$ cat config.mk
export PLATFORM = sky130hd
export DESIGN_NAME = memory_unit
export DESIGN_NICKNAME = d
export VERILOG_FILES = /design/src/rtl/memory_unit.sv
export SDC_FILE = /design/constraint.sdc
export NUM_CORES = 1
export LEC_CHECK = 0
export ABC_AREA = 0
export CORE_MARGIN = 5
export CORE_UTILIZATION = 44
export DETAILED_ROUTE_END_ITERATION = 6
export PLACE_DENSITY_LB_ADDON = 0.3
export SLEW_MARGIN = 0
export SYNTH_ARGS = -nofsm -noshare
export SYNTH_HDL_FRONTEND = slang
export SYNTH_SLANG_ARGS = --single-unit
$ cat constraint.sdc
create_clock -name clk_i -period 9.4 [get_ports clk_i]
set_clock_uncertainty 0.1 [all_clocks]
set_input_delay 1.88 -clock clk_i [delete_from_list [all_inputs] [get_ports clk_i]]
set_output_delay 1.88 -clock clk_i [all_outputs]
set_load 0.05 [all_outputs]
$ cat src/rtl/memory_unit.sv
// memory_unit: memory (M) stage of a 5-stage RV32IM pipeline.
//
// Purpose:
//   - drives byte-lane write strobes and data for stores (combinational)
//   - extracts and sign/zero-extends load data from the word fetched in execute
//   - returns read-only cycle/instret counter values for CSRRS reads
//   - registers everything into the MW pipeline register
//
// Ports:
//   clk_i, reset_i        clock, asynchronous active-high reset
//   M_stall_i             hold the MW register and suppress the store
//   W_flush_i             squash the instruction entering MW
//   EM_*                  execute/memory pipeline register contents
//   DMemWAddr_o           word-aligned store address
//   DMemWData_o           lane-replicated store data
//   DMemWMask_o           byte write strobes (zero when no valid store)
//   misaligned_o          combinational misaligned-access flag
//   MW_*                  memory/writeback pipeline register contents
module memory_unit #(
  parameter logic [31:0] NOP_INSTR = 32'h00000033,
  parameter int          COUNTER_W = 64
) (
  input  logic        clk_i,
  input  logic        reset_i,
  input  logic        M_stall_i,
  input  logic        W_flush_i,
  input  logic [31:0] EM_PC_i,
  input  logic [31:0] EM_instr_i,
  input  logic        EM_nop_i,
  input  logic        EM_isLoad_i,
  input  logic        EM_isStore_i,
  input  logic        EM_isCSR_i,
  input  logic [4:0]  EM_rdId_i,
  input  logic [11:0] EM_csrId_i,
  input  logic [31:0] EM_rs2_i,
  input  logic [2:0]  EM_funct3_i,
  input  logic [31:0] EM_Eresult_i,
  input  logic [31:0] EM_addr_i,
  input  logic [31:0] EM_Mdata_i,
  input  logic        EM_wbEnable_i,
  output logic [31:0] DMemWAddr_o,
  output logic [31:0] DMemWData_o,
  output logic [3:0]  DMemWMask_o,
  output logic        misaligned_o,
  output logic [31:0] MW_PC_o,
  output logic [31:0] MW_instr_o,
  output logic        MW_nop_o,
  output logic        MW_wbEnable_o,
  output logic [4:0]  MW_rdId_o,
  output logic [31:0] MW_wbData_o
);

  localparam logic [COUNTER_W-1:0] CNT_ONE = COUNTER_W'(1);

  logic                 mem_op_s;
  logic                 is_half_s;
  logic                 is_word_s;
  logic                 misaligned_s;
  logic                 store_valid_s;
  logic [31:0]          store_data_s;
  logic [3:0]           store_mask_s;
  logic [31:0]          load_data_s;
  logic [31:0]          csr_data_s;
  logic [31:0]          wb_data_s;
  logic [COUNTER_W-1:0] cycle_r;
  logic [COUNTER_W-1:0] instret_r;
  logic [63:0]          cycle_ext_s;
  logic [63:0]          instret_ext_s;

  // Lane extraction for loads; funct3 encodings outside the RV32I load set return 0.
  function automatic logic [31:0] extract_load(input logic [2:0]  f3,
                                               input logic [1:0]  lo,
                                               input logic [31:0] word);
    logic [7:0]  byte_v;
    logic [15:0] half_v;
    byte_v = 8'(word >> {lo, 3'b000});
    half_v = lo[1] ? word[31:16] : word[15:0];
    case (f3)
      3'b000:  extract_load = {{24{byte_v[7]}}, byte_v};
      3'b001:  extract_load = {{16{half_v[15]}}, half_v};
      3'b010:  extract_load = word;
      3'b100:  extract_load = {24'h000000, byte_v};
      3'b101:  extract_load = {16'h0000, half_v};
      default: extract_load = 32'h00000000;
    endcase
  endfunction

  assign cycle_ext_s   = 64'(cycle_r);
  assign instret_ext_s = 64'(instret_r);

  // Misalignment is judged on the access size alone; bubbles never flag.
  always_comb begin
    mem_op_s  = (EM_isLoad_i | EM_isStore_i) & ~EM_nop_i;
    is_half_s = (EM_funct3_i[1:0] == 2'b01);
    is_word_s = (EM_funct3_i[1:0] == 2'b10);
    if (mem_op_s) begin
      misaligned_s = (is_half_s & EM_addr_i[0]) |
                     (is_word_s & (EM_addr_i[1:0] != 2'b00));
    end else begin
      misaligned_s = 1'b0;
    end
  end

  // Store data replication and byte strobes; a stalled or misaligned store writes nothing.
  always_comb begin
    store_valid_s = EM_isStore_i & ~EM_nop_i & ~M_stall_i & ~misaligned_s;
    store_data_s  = EM_rs2_i;
    store_mask_s  = 4'b0000;
    case (EM_funct3_i[1:0])
      2'b00: begin
        store_data_s = {4{EM_rs2_i[7:0]}};
        store_mask_s = 4'b0001 << EM_addr_i[1:0];
      end
      2'b01: begin
        store_data_s = {2{EM_rs2_i[15:0]}};
        store_mask_s = EM_addr_i[1] ? 4'b1100 : 4'b0011;
      end
      2'b10: begin
        store_data_s = EM_rs2_i;
        store_mask_s = 4'b1111;
      end
      default: begin
        store_data_s = EM_rs2_i;
        store_mask_s = 4'b0000;
      end
    endcase
  end

  assign DMemWAddr_o  = {EM_addr_i[31:2], 2'b00};
  assign DMemWData_o  = store_data_s;
  assign DMemWMask_o  = store_valid_s ? store_mask_s : 4'b0000;
  assign misaligned_o = misaligned_s;
  assign load_data_s  = extract_load(EM_funct3_i, EM_addr_i[1:0], EM_Mdata_i);

  // Counter CSR read (CSRRS x0 only); counters are observed before this cycle's increment.
  always_comb begin
    csr_data_s = 32'h00000000;
    if (EM_funct3_i == 3'b010) begin
      case (EM_csrId_i)
        12'hC00: csr_data_s = cycle_ext_s[31:0];
        12'hC80: csr_data_s = cycle_ext_s[63:32];
        12'hC02: csr_data_s = instret_ext_s[31:0];
        12'hC82: csr_data_s = instret_ext_s[63:32];
        default: csr_data_s = 32'h00000000;
      endcase
    end else begin
      csr_data_s = 32'h00000000;
    end
  end

  // Writeback source select: load, then CSR, then the execute result.
  always_comb begin
    wb_data_s = EM_Eresult_i;
    if (EM_isLoad_i) begin
      wb_data_s = load_data_s;
    end else if (EM_isCSR_i) begin
      wb_data_s = csr_data_s;
    end else begin
      wb_data_s = EM_Eresult_i;
    end
  end

  // MW pipeline register; flush overrides only the control fields, data follows stall.
  always_ff @(posedge clk_i or posedge reset_i) begin
    if (reset_i) begin
      MW_PC_o       <= 32'h00000000;
      MW_instr_o    <= NOP_INSTR;
      MW_nop_o      <= 1'b1;
      MW_wbEnable_o <= 1'b0;
      MW_rdId_o     <= 5'd0;
      MW_wbData_o   <= 32'h00000000;
    end else begin
      if (!M_stall_i) begin
        MW_PC_o       <= EM_PC_i;
        MW_instr_o    <= EM_instr_i;
        MW_nop_o      <= EM_nop_i;
        MW_wbEnable_o <= EM_wbEnable_i & ~EM_nop_i;
        MW_rdId_o     <= EM_rdId_i;
        MW_wbData_o   <= wb_data_s;
      end
      if (W_flush_i) begin
        MW_instr_o    <= NOP_INSTR;
        MW_nop_o      <= 1'b1;
        MW_wbEnable_o <= 1'b0;
      end
    end
  end

  // Free-running cycle counter and retired-instruction counter, both wrapping.
  always_ff @(posedge clk_i or posedge reset_i) begin
    if (reset_i) begin
      cycle_r   <= '0;
      instret_r <= '0;
    end else begin
      cycle_r <= cycle_r + CNT_ONE;
      if (!M_stall_i && !EM_nop_i && !W_flush_i) begin
        instret_r <= instret_r + CNT_ONE;
      end else begin
        instret_r <= instret_r;
      end
    end
  end

endmodule

---- Yosys cells after proc, flatten, opt, wreduce, memory -nomap -nowiden ----
Cells that the tools add are included.
storage, ports and cells
  bits in registers ....................... 231
  bits of input ports ..................... 221
  output and inout bits ................... 172
  word-level logic and storage cells ...... 60
operators by class
  reduce and logical (&&, ||, !) cells .... 8
  equality and inequality tests ........... 11
  add/subtract/negate cells ............... 2
  multiplexer cells ....................... 17
  bitwise operators ....................... 12
  shifts and indexed selects .............. 2
operators by type and width
  cell                     number
  $mux W32                 5
  $pmux W32 S5             1
  $add A64 B1 Y64 const B  2
  $pmux W32 S4             1
  $pmux W32 S2             1
  $eq A12 B12 Y1 const B   4
  $shr A32 B5 Y8           1
  $mux W16                 1
  $pmux W4 S3              1
  $mux W4                  2
  $and A1 B1 Y1            7
  $eq A3 B3 Y1 const B     2
  $mux W1                  5
  $shl A1 B2 Y4 const A    1
  $eq A3 B1 Y1 const B     1
  $eq A3 B2 Y1 const B     1
  $logic_not A1 Y1         3
  $logic_not A3 Y1         1
  $not A1 Y1               3
  $eq A2 B1 Y1 const B     1
  $eq A2 B2 Y1 const B     1
  $logic_and A1 B1 Y1      2
  $logic_not A2 Y1         1
  $ne A2 B1 Y1 const B     1
  other kinds (2)          3

---- Depth between registers and ports, before layout ----
  depth after elaboration ................. 7
  mapped depth ............................ 8
  depth with buffers taken out ............ 6

---- Worst setup path after synthesis ----
OpenSTA, ideal clock, no wires.
  kind .................................... input-to-output
  from .................................... input EM_funct3_i[0]
  to ...................................... output DMemWMask_o[0]
  data arrival time ....................... 4.874 ns
  cell stages on the path ................. 3
  required time ........................... 7.420 ns
  setup slack ............................. 2.546 ns
  path buffers ............................ 2
  cell sequence ........................... clkbuf_1 > clkbuf_1 > a2111oi_0
between the ends
  word-level cells in the longest chain between the ends .. 7
  elaborated cells between the ends (all ways) .. 11
  those cells by class .................... 2 x eq/ne; 3 x mux; 5 x bitwise; 1 x reduce/logical
ends and longest elaborated chain
  what                                          RTL line     RTL
  start: declaration                            36           input logic [2:0] EM_funct3_i,
  $eq A2 B1 Y1 or $eq A2 B2 Y1 (tied branches)  94, 109, 95
  $and A1 B1 Y1 (on tied branches)              97, 98
  $or A1 B1 Y1                                  97           misaligned_s = (is_half_s & EM_addr_i[0]) |
  $mux W1                                       96           if (mem_op_s) begin
  $not A1 Y1                                    106          store_valid_s = EM_isStore_i & ~EM_nop_i & ~M_stall_i & ~misaligned_s;
  $and A1 B1 Y1                                 106
  $mux W4 *                                     131          assign DMemWMask_o = store_valid_s ? store_mask_s : 4'b0000;
  end: declaration                              43           output logic [3:0] DMemWMask_o,
Every way passes the cells marked *; elsewhere a longest branch is shown, timed or not.

---- Worst setup path in the final report ----
  from .................................... input EM_funct3_i[0]
  to ...................................... output DMemWData_o[9]
between the ends
  word-level cells in the longest chain between the ends .. 2
  elaborated cells between the ends (all ways) .. 3
  those cells by class .................... 1 x eq/ne; 1 x mux; 1 x reduce/logical
ends and longest elaborated chain
  what                                              RTL line  RTL
  $eq A2 B1 Y1 or $logic_not A2 Y1 (tied branches)  109       case (EM_funct3_i[1:0])
  $pmux W32 S2 *                                    109
  end: declaration                                  42        output logic [31:0] DMemWData_o,
Marks and branches as above.

==> results.md <==
- Setup slack closes at 2450 ps.
- Summing all multi-input logic gate instances after layout gives ~6000 um^2.
- After legalization and detailed placement, the total HPWL measured 32,800 um.
- The leakage power is 7.19 nW.
- The share of flip-flops with an asynchronous set or reset is 1.00.
- The total power divided by cell area is 164 nW/um^2.
- At the worst endpoint, the required time is ~7400 ps.
- The number of buffers inserted during clock tree synthesis is 26.
- After synthesis, the cell types taking the most area are dfrtp_1, mux2i_1, mux2_2, xor2_1, xnor2_1.
- The area of placed instances is 15,800 um^2.
- The flow ran to the end, and the final reports show no timing, DRC or antenna violations.
- Relative to the synthesized area, the layout overhead comes to 33.8%.
- The fraction of the yosys area taken by sequential cells is 0.464.
- After synthesis, the most frequently instantiated cells are dfrtp_1, nand2_1, mux2i_1.
- The worst hold path class is reg -> reg.
- The net count of the finished layout is 1,667.
- Of the cells placed in the final design, the portion with a size suffix greater than 1 is 0.105.
- The initial antenna violation count is 3.
- In the global route stage, overall resource usage came out at 0.259.
- The most used flip-flop cell after synthesis is dfrtp_1.
- Timing would allow up to 0.144 GHz.
- The tree is rooted in a clkbuf_16.
- The total of warnings raised by yosys is 0.
- The count of unique library cells instantiated by Yosys is just under 60.
- The number of placed I/O pins is a little under 400.
- The biggest area contributor in the post-synthesis netlist is dfrtp_1.
- The post-synthesis area per instance is roughly 11 um^2.
- Traced cell by cell, the critical path runs through clkdlybuf4s50_1 -> nor2_1 -> mux2_2 -> clkdlybuf4s50_1.
- The number of levels in the clock H-tree is 1.
- The total DRC errors in the routed layout is 0.
- Setup repair after global routing left no endpoint under its margin.
- The post-synthesis instance area is 12,500 um^2.
- The number of inserted filler cells in the final layout is 2,343.
- After floorplanning, the core was sized to cover 27,900 um^2.
- The effective utilization at floorplan is 0.447.
- The total setup buffers inserted after CTS is 0.
- The worst setup path is launched from a primary input.
- The total of flip-flops plus latches after synthesis is 231.
- The number of hold buffers added after CTS is 0.
- The largest voltage drop on the vdd net is 150 uV.
- The average vias per placed instance is around 5.6.
- The area of the die is 31,800 um^2.
- The setup violation total in the final timing report is 0.
- The first global-routing pass estimated 63,400 um of wire.
- Counting every instance in the synthesized netlist gives ~1,200.
- The synthesized design contains 0 enable-type register cells.
- The leftover overflow at the end of global routing is 0.
- The number of buffers between clock root and the deepest sink is 3.
- Gates resized during post-CTS repair numbered 0.
- The worst setup path is of the in -> out kind.
- The number of maximum-capacitance violations is 0.
- Measured against its own limit, the worst slew margin works out to 0.255.
- The total count of max-transition violations in the final report is 0.
- In the final layout, flip-flops and latches occupy 5790 um^2.
- The final critical delay including setup and external delays is 6950 ps.
- After clock tree synthesis, the clock-pin slew on the worst setup and hold paths is ~60 ps.
- The finished cells cover 16,700 um^2.
- The final period utilization is 0.739.
- The chip width is 178 um.
- In this run the vertical extent of the chip is 178 um.
- Counting stages on the worst path, the most repeated cell is clkdlybuf4s50_1.
- The number of vias after detailed routing is around 10,000.
- Buffers placed on the I/O ports in this run total 330.
- The routed wire length per instance is 23.0 um.
- The post-placement setup slack is about 2500 ps.
- The transition time at the pin with the least slew margin is 1110 ps.
- The largest individual stage delay along the critical path comes from the cell clkdlybuf4s50_1.
- Routability-driven placement finished with a final weighted congestion of between 0.9 and 1.
- Entering global routing, the biggest net connects 92 pins.
- In this design, the stage delay of the slowest critical-path cell is 970 ps.
- The setup TNS after final layout is 0 ps.
- The buffers plus inverters on the worst setup path is 2.
- Data arrives at the worst endpoint at about 5000 ps.
- Row generation in the floorplan step produced 61 rows.
- For this design, the sink count on the clock tree is 231.
- The post-detailed-routing wire length is 42,400 um.
- Along the worst path, the maximum fanout reaches 21.
- The most common cell in the netlist is dfrtp_1.
- The clock insertion delay at the later pin of the skew report is 530 ps.
- The power after layout is 2.73 mW.
- The area share of the leading cell type in the synthesized netlist is 0.454.
- The number of failing hold endpoints at the final stage is 0.
- The worst setup path is captured at an output port.
- The number of search-and-repair iterations in the first detailed-routing pass is 5.
- The cell family with the largest share of critical-path delay is buffers and inverters.
- TritonCTS built the clock tree.
- The number of global-route vias before repair is approximately 10,000.
- The remaining antenna violation count after routing is 0.
- In this run, the number of DRC markers left after iteration 0 of detailed routing was 824.
-- cells by family (layout without fill, tap and decap cells) --
family | Yosys count | count (layout) | synth area share
AO/OA/AOI/OAI | 136 | 136 | 0.0745
XOR/XNOR | 126 | 126 | 0.0885
adder cells (fa/ha/maj) | 2 | 2 | 0.00201
buffers and inverters | 141 | 427 | 0.0566
flip-flops | 231 | 231 | 0.464
multiplexers | 153 | 153 | 0.145
other | 1 | 4 | 0.000301
AND/OR/NAND/NOR | 386 | 386 | 0.169
-- state kept, by name, indices dropped and copies added, names as in the netlist --
| signal | cells |
|---|---|
| MW_instr_o | 32 |
| instret_ext_s | 64 |
| MW_rdId_o | 5 |
| MW_PC_o | 32 |
| MW_wbEnable_o | 1 |
| MW_nop_o | 1 |
| MW_wbData_o | 32 |
| cycle_ext_s | 64 |
-- power by group --
group / switching (mW) / internal (mW)
clock network: 0.409 / 0.680
registers: 0.0394 / 1.04
logic: 0.336 / 0.225
-- metrics by stage --
step / std cells / utilization / hold slack, ps
detailed placement: 1794 / 0.566 / 360
global route: 1843 / 0.599 / 398
floorplan: 1177 / - / 341
finish: 1843 / 0.599 / 370
global placement: 1794 / 0.566 / 358
CTS: 1841 / 0.599 / 370
-- path summary, 6_finish.rpt --
path / startpoint / end / slack, ps / cells past startpoint
min: instret_ext_s[63] / instret_ext_s[63] / 370 / 1
max reg2reg: instret_ext_s[27] / instret_ext_s[63] / 6430 / 5
min reg2reg: instret_ext_s[63] / instret_ext_s[63] / 370 / 1
min in group asynchronous: reset_i / MW_instr_o[18] / 1750 / 2
max: EM_funct3_i[0] / DMemWData_o[9] / 2450 / 4
max in group asynchronous: reset_i / MW_wbData_o[27] / 5920 / 3
-- worst register-to-register path, cell delays in order (launching register included) --
cell and delay, ps:
dfrtp_1 450, nand4_1 270, nor4_1 1000, nand4_1 460
nor4_1 440, xor2_1 170
-- layer usage --
layer / vias up / part of all wire / routed length, um / track usage
met5: - / 0.00031 / 13 / 0
met4: 2 / 0.027 / 1150 / 0.0716
met3: 66 / 0.091 / 3860 / 0.0731
met2: 422 / 0.45 / 19300 / 0.389
met1: 5089 / 0.43 / 18100 / 0.370
li1: 4718 / - / - / -
-- cells in the final DEF, fill, tap and decap left out, types with 5 or more instances in the layout --
cell / Yosys / routed
clkdlybuf4s50_1: 0 / 328
nand4_1: 34 / 34
nor4_1: 27 / 27
dfrtp_1: 226 / 226
and2_1: 7 / 7
buf_4: 40 / 8
inv_1: 43 / 42
a221oi_1: 20 / 20
o22a_1: 16 / 16
mux2i_1: 78 / 78
and4_1: 13 / 13
clkbuf_16: 0 / 27
xnor2_1: 60 / 60
and3_1: 13 / 13
mux2_2: 59 / 59
clkbuf_8: 0 / 6
a2bb2oi_1: 12 / 12
nand2_1: 79 / 79
nand3_1: 49 / 49
mux4_2: 16 / 16
nor3_2: 5 / 5
nor2_1: 73 / 72
nor3_1: 29 / 29
o21ai_0: 23 / 23
xor2_1: 66 / 66
a21oi_1: 39 / 39
dfstp_2: 5 / 5
clkbuf_1: 46 / 6
nor2b_1: 26 / 26
a22oi_1: 10 / 10
-- final cells by class --
cell class              count  area share
multi-input cells         805       0.358
clock buffers              39      0.0468
clock inverters             8     0.00840
diodes                      2    0.000300
well taps                 378      0.0284
repair buffers            337       0.201
flip-flops and latches    231       0.347
inverters                  43      0.0101
Note: power is estimated with default switching activity, not from simulation.
